<file path="src/rtl/reg_file.sv">
// reg_file: architectural register file plus rename-tag table.
// The issue stage reads register values, or the ROB tags that rename them.
// The issue stage also renames rd to a newly allocated ROB tag.
// A ROB commit writes the value. It clears the rename only if the tag still matches.
// A flush clears every rename.
//
// Optional feature macro: REGFILE_BYPASS_EN
//   When defined, a read of a busy register that is committing this cycle with a
//   matching tag returns Commit_V with busy=0 in the same cycle.
//   When undefined, reads show the pre-commit state.
//
// Ports:
//   clk_in, rst_in         clock, synchronous active-high reset
//   rdy_in                 1 = advance, 0 = hold all state
//   rs1_addr, rs2_addr     issue read indices
//   V1/V2, Q1/Q2, busy1/2  read value, rename tag, pending flag (combinational)
//   issue_en/rd/Q          rename rd to the ROB tag issue_Q
//   has_commit, commit_rd,
//   Commit_Q, Commit_V     ROB commit of one entry
//   flush                  misprediction: drop all renames
module reg_file #(
    parameter int unsigned REG_ADDR_WIDTH = 5,
    parameter int unsigned Q_WIDTH        = 5
) (
    input  logic                      clk_in,
    input  logic                      rst_in,
    input  logic                      rdy_in,
    input  logic [REG_ADDR_WIDTH-1:0] rs1_addr,
    input  logic [REG_ADDR_WIDTH-1:0] rs2_addr,
    output logic [31:0]               V1,
    output logic [31:0]               V2,
    output logic [Q_WIDTH-1:0]        Q1,
    output logic [Q_WIDTH-1:0]        Q2,
    output logic                      busy1,
    output logic                      busy2,
    input  logic                      issue_en,
    input  logic [REG_ADDR_WIDTH-1:0] issue_rd,
    input  logic [Q_WIDTH-1:0]        issue_Q,
    input  logic                      has_commit,
    input  logic [REG_ADDR_WIDTH-1:0] commit_rd,
    input  logic [Q_WIDTH-1:0]        Commit_Q,
    input  logic [31:0]               Commit_V,
    input  logic                      flush
);

    localparam int unsigned NUM_REGS = 1 << REG_ADDR_WIDTH;

    logic [31:0]        val  [NUM_REGS];
    logic [Q_WIDTH-1:0] tag  [NUM_REGS];
    logic [NUM_REGS-1:0] busy;

    logic commit_ok;
    logic issue_ok;

    assign commit_ok = has_commit && (commit_rd != '0);
    assign issue_ok  = issue_en && (issue_rd != '0) && !flush;

    // State update. The issue assignment comes after the commit assignment,
    // so an issue wins busy/tag when both target the same rd.
    always_ff @(posedge clk_in) begin
        if (rst_in) begin
            for (int i = 0; i < NUM_REGS; i++) begin
                val[i] <= '0;
                tag[i] <= '0;
            end
            busy <= '0;
        end else if (rdy_in) begin
            if (commit_ok) begin
                val[commit_rd] <= Commit_V;
                // A stale commit must not clear a newer rename.
                if (tag[commit_rd] == Commit_Q) begin
                    busy[commit_rd] <= 1'b0;
                end
            end
            if (flush) begin
                busy <= '0;
            end else if (issue_ok) begin
                busy[issue_rd] <= 1'b1;
                tag[issue_rd]  <= issue_Q;
            end
        end
    end

    // Read port 1. x0 always reads as zero and not busy.
    always_comb begin
        V1    = '0;
        Q1    = '0;
        busy1 = 1'b0;
        if (rs1_addr != '0) begin
            V1    = val[rs1_addr];
            Q1    = tag[rs1_addr];
            busy1 = busy[rs1_addr];
`ifdef REGFILE_BYPASS_EN
            if (rdy_in && commit_ok && (commit_rd == rs1_addr) &&
                busy[rs1_addr] && (tag[rs1_addr] == Commit_Q)) begin
                V1    = Commit_V;
                busy1 = 1'b0;
            end
`else
`endif
        end
    end

    // Read port 2. Same rules as port 1.
    always_comb begin
        V2    = '0;
        Q2    = '0;
        busy2 = 1'b0;
        if (rs2_addr != '0) begin
            V2    = val[rs2_addr];
            Q2    = tag[rs2_addr];
            busy2 = busy[rs2_addr];
`ifdef REGFILE_BYPASS_EN
            if (rdy_in && commit_ok && (commit_rd == rs2_addr) &&
                busy[rs2_addr] && (tag[rs2_addr] == Commit_Q)) begin
                V2    = Commit_V;
                busy2 = 1'b0;
            end
`else
`endif
        end
    end

endmodule

</file>
<file path="config.mk">
export PLATFORM = sky130hd
export DESIGN_NAME = reg_file
export DESIGN_NICKNAME = d
export VERILOG_FILES = /design/src/rtl/reg_file.sv
export SDC_FILE = /design/constraint.sdc
export NUM_CORES = 2
export LEC_CHECK = 0
export BUFFER_PORTS_ARGS = -buffer_cell sky130_fd_sc_hd__buf_2
export CAP_MARGIN = 20
export CORE_MARGIN = 4
export CORE_UTILIZATION = 55
export DETAILED_ROUTE_END_ITERATION = 6
export PLACE_DENSITY = 0.79
export SETUP_SLACK_MARGIN = 0.5
export SYNTH_ARGS = -nofsm -noshare
export SYNTH_HDL_FRONTEND = slang
export SYNTH_SLANG_ARGS = --single-unit
</file>
<file path="constraint.sdc">
create_clock -name clk_in -period 2.5 [get_ports clk_in]
set_input_delay 0.25 -clock clk_in [delete_from_list [all_inputs] [get_ports clk_in]]
set_output_delay 0.25 -clock clk_in [all_outputs]
set_load 0.01 [all_outputs]
</file>
---- Yosys cells after proc, flatten, opt, wreduce, memory -nomap -nowiden ----
Memory sizes are Yosys's and may differ from the RTL's.
Index checks and enable logic that the tools add are counted.
cells by class
  order comparisons ....................... 6
  equal/unequal tests ..................... 1
  mux-type cells .......................... 37
  bitwise operators ....................... 3
  reductions and logical operators ........ 12
operators with widths
  operator            number
  $mux 32             9
  $and 32x32->32      1
  $not 32->32         1
  $or 32x32->32       1
  $reduce_or 32->1    1
  $mux 5              5
  $lt 5x6->1 const B  4
  $reduce_bool 5->1   4
  $mux 1              19
  $bmux 1 s5          2
  $demux 1 s5         2
  $ge 5x1->1 const B  2
  $eq 5x5->1          1
  $logic_and 1x1->1   5
  $reduce_or 5->1     1
  $logic_not 1->1     1
word-level totals
  bits in registers ....................... 32
  bits in writable memories ............... 1184
  output and inout bits ................... 76
  logic and storage cells ................. 62
  memories kept ........................... 2
memory list
  name  words  bits a word  read ports  clocked after memory_dff  write ports  RTL line  source
  val   32     32           2           0                         32           48        logic [31:0] val [NUM_REGS];
  tag   32     5            3           0                         32           49        logic [Q_WIDTH-1:0] tag [NUM_REGS];

---- Depth between registers and ports, before layout ----
  depth in word-level cells ............... 13
  depth in mapped cells ................... 11
  mapped depth without buffers ............ 8

---- Worst setup path before layout ----
Ideal clock, no wire load.
  kind .................................... input-to-output
  start point ............................. input port rs2_addr[0]
  end point ............................... output port V2[21]
  data arrival time ....................... 2.399 ns
  data required time ...................... 2.250 ns
  setup slack ............................. -0.149 ns
  stages .................................. 7
  buffers on the path ..................... 3
  cells stage by stage .................... buf_2 -> buf_2 -> buf_1 -> mux4_2 -> mux4_2 -> mux2i_1 -> nor2_1
on the way
  cells in the longest elaborated chain, start to end .. 2
  elaborated cells on any way between the ends .. 3
  those cells by class .................... mux (1); reduce/logical (1); memory (1)
RTL lines
  element                                             RTL line  source
  start, declared                                     29        input logic [REG_ADDR_WIDTH-1:0] rs2_addr,
  $mem_v2 32x32 or $reduce_bool 5->1 (tied branches)  -
  $mux 32 *                                           109       if (rs2_addr != '0) begin
  end, declared                                       31        output logic [31:0] V2,
Mark *: on every way between the ends. The rest lies on a longest branch, timed or not.

==> reports/results.md <==
### Power and ir drop
• Power Dens Cells: 650 nW/um^2
• power share of the clock group: 0.380
• sequential cell fraction of total power: 0.480
• largest voltage drop on the vdd net: 0.685 mV
• Switching Power: 0.0124 W
• combinational power share: 0.140
• total leakage power: 27.1 nW
• total internal power: 0.0377 W
• Switching Fraction: 0.248

### Layout
• fill cell count: 7,893
• share of final-layout standard cells stronger than drive strength 1: 0.377
• Synth-to-Final Area Change: 16.7%
• final net count: 4,541
• Finished Layout Cells: 6,185
• summed area of non-filler cells in the final layout: 77,100 um^2
• multi-input gate area in the final layout: 29,100 um^2
• total area of sequential cells: 36,200 um^2

### STA
• maximum frequency from static timing analysis: 0.331 GHz
• worst rel slew slack: 0.356
• Tcrit/Tclk final: 1.21
• clock skew: 0.0118 ns
• fin. max-slew vios: 0
• worst setup slack after layout: -0.522 ns
• number of endpoints failing setup at the final stage: 76
• minimum clock period after layout: 3.02 ns
• Final Hold Viols: 0
• RSZ-0062 raised after global routing: true
• Slew @ Worst Pin: 0.967 ns

### Global route
• total grt overflow: 0
• Total Routing Usage GR: 0.343
• maximum number of pins on one net before global-route repair: 94
• number of antenna violations at the first check in global routing: 15
• vias in the first global route: 43,785
• first-pass GRT wire length: 307 mm

### Die
• standard-cell row count: 126
• I/O pin count: 144
• width of the chip: 355 um
• initial standard-cell utilization of the core: 0.557
• y dimension of the die: 355 um
• die area: 126,000 um^2
• core area: 119,000 um^2

### Yosys
• largest family of logic cells by synthesized area: multiplexers
• share of synthesized cell area in and, or, nand and nor gates: 0.134
• Synth Area in Compound Gates: 0.00873
• most used flip-flop cell after synthesis: edfxtp_1
• flop and latch count out of synthesis: 1,216
• Yosys top cell by area: edfxtp_1
• EDFF count, synth: 1,184
• area share of the largest cell type after synthesis: 0.538
• FFs w/ async S/R, synth: 0
• Seq/Total Area, Yosys: 0.548
• xor and xnor fraction of the mapped netlist area: 0.000890
• area share of fa/ha/maj cells after synthesis: 0
• synthesized area: 66,100 um^2
• post-synthesis cell count: 4,145
• proportion of synthesized area in mux cells: 0.283
• mean area per synthesized cell: 15.9 um^2
• distinct cell type count of the synthesized netlist: 43
• cells taking the most area after synthesis: edfxtp_1, mux4_2, and2_1
• count of synthesis-stage warnings from yosys: 0

### Placed design
• routability congestion estimate from global placement: 0.919
• count of placed standard cells including taps: 5,918
• placed instance area: 72,300 um^2
• count of input and output buffers: 143
• DPL Wire Length: 135 mm

### Detailed routing
• number of vias per cell after detailed routing: 6.98
• average wire per standard cell: 34.7 um
• post-detailed-routing wire length: 215 mm
• final routed DRC violation total: 0
• DRT iter0 DRCs: 7,771
• DR vias: 43,162
• iteration count of the initial detailed-routing pass: 6
• Antenna Violating Nets Remaining: 0

### Hold path
• Tightest Hold Check Type: in -> reg

### Setup path
• worst setup path category: reg -> out
• slack of the worst reg-to-reg path: 0.05 ns
• data arrival time of the worst path: 2.77 ns
• Critical Path End Type: primary output
• worst endpoint required time: 2.25 ns
• type of origin of the critical path: register
• largest fanout on the critical path: 2

### Clock tree
• clock latency on the worst-skew pair: 0.75 ns
• CTS tree: done
• Root Buffer Master: clkbuf_16
• cts bufs inserted: 130
• clock sink count: 1,216
• deepest clock path buffer count: 3
• H-tree levels: 4
• clock-pin slew reported for the worst setup and hold paths after clock tree synthesis: 0.06 ns

### Outcome
• failing checks: setup timing
• outcome: finished with violations

### Run
• number of max-cap violations: 0

synthesized netlist by cell type (5+ instances only):
master	instances
dfxtp_1	32
nand3b_1	7
and2_1	1148
o21ai_0	15
or2_2	66
o211ai_1	5
o22ai_1	36
nor3_1	13
buf_1	65
buf_2	37
nor2_1	165
mux4_2	764
clkbuf_1	315
mux2i_1	149
nand2_1	23
nor4_1	11
edfxtp_1	1184
a21oi_1	41
nand3_1	13
or4bb_1	5
per-layer routing:
| layer | vias up | share of wire | track usage |
|---|---|---|---|
| met5 | - | 0.000098 | 0 |
| met4 | 4 | 0.062 | 0.181 |
| met3 | 784 | 0.14 | 0.0960 |
| met2 | 3742 | 0.46 | 0.523 |
| met1 | 21860 | 0.33 | 0.454 |
| li1 | 16772 | - | - |
repair_timing:
action                     4_1_cts  5_1_grt
setup buffers                   16        5
setup endpoints to repair      107      107
gates resized for setup         77       42
pin swaps                       14       10
hold endpoints to repair         9        0
hold buffers                     2        0
gates cloned                     0        0
state kept, by name (all words and copies together), names as in the netlist:
register and count:
busy 32, tag 160, val 1024
power groups by stage:
stage	clock, W	combinational (W)	sequential [W]
floorplan	0	0.00426	0.0241
global placement	0	0.00660	0.0243
detailed placement	0	0.00667	0.0244
CTS	0.0191	0.00685	0.0240
global route	0.0200	0.00727	0.0241
finish	0.0190	0.00703	0.0241
final timing paths:
| path | from | endpoint | cells past startpoint |
|---|---|---|---|
| worst max-delay path | val[31][21] | V1[21] | 6 |
| worst min-delay path | flush | busy[21] | 5 |
| worst max register to register | tag[19][4] | busy[27] | 10 |
| worst min register to register | busy[30] | busy[30] | 2 |
through the flow:
step           setup TNS (ns)  hold WS (ns)  setup WS (ns)   util  power [W]
2_1_floorplan               0         0.443          0.245      -     0.0284
3_3_place_gp           -14.67         0.459         -0.324  0.609     0.0309
3_5_place_dp           -16.52         0.469         -0.335  0.609     0.0311
4_1_cts                -30.66        0.0452         -0.551  0.648     0.0499
5_1_grt                -34.67        0.0991         -0.571  0.650     0.0513
6_report               -29.48        0.0736         -0.522  0.650     0.0501
kinds of logic after synthesis:
| kind of cell | Yosys count |
|---|---|
| xor+xnor | 5 |
| compound gates | 102 |
| buf+inv | 424 |
| simple gates | 1484 |
| flops | 1216 |
| mux | 913 |
| other cells | 1 |
layout by cell type, fill, tap and decap left out, types with 5 or more instances in the layout:
cell type	synthesis	routed
a21oi_1	41	26
a21oi_2	0	14
and2_1	1148	1148
buf_12	0	121
buf_2	37	126
buf_4	2	312
buf_6	4	19
bufinv_16	0	9
clkbuf_1	315	24
clkbuf_16	0	134
clkinv_1	0	34
clkinv_2	0	21
clkinv_8	0	5
conb_1	1	37
dfxtp_1	32	27
dfxtp_2	0	5
diode_2	0	7
edfxtp_1	1184	1184
mux2i_1	149	120
mux2i_2	0	24
mux2i_4	0	5
mux4_2	764	764
nand2_1	23	23
nand3_1	13	11
nand3b_1	7	7
nor2_1	165	109
nor2_2	2	17
nor2_4	0	41
nor3_1	13	13
nor4_1	11	9
o211ai_1	5	5
o21ai_0	15	13
o22ai_1	36	36
or2_2	66	50
or2_4	0	16
final cells by class:
| cell class | count | area share |
|---|---|---|
| Clock inverter | 78 | 0.00873 |
| Tap cell | 1600 | 0.0260 |
| Antenna cell | 7 | 0.000227 |
| Clock buffer | 159 | 0.0448 |
| Sequential cell | 1216 | 0.469 |
| Timing Repair Buffer | 584 | 0.0738 |
| Multi-Input combinational cell | 2541 | 0.377 |
critical path, stage by stage (launching register included):
cell	delay, ns
edfxtp_1	0.42
mux4_2	0.50
mux4_2	0.55
mux2i_2	0.21
buf_4	0.16
nor2_2	0.03
buf_2	0.14
(Power assumes the default switching activity.)
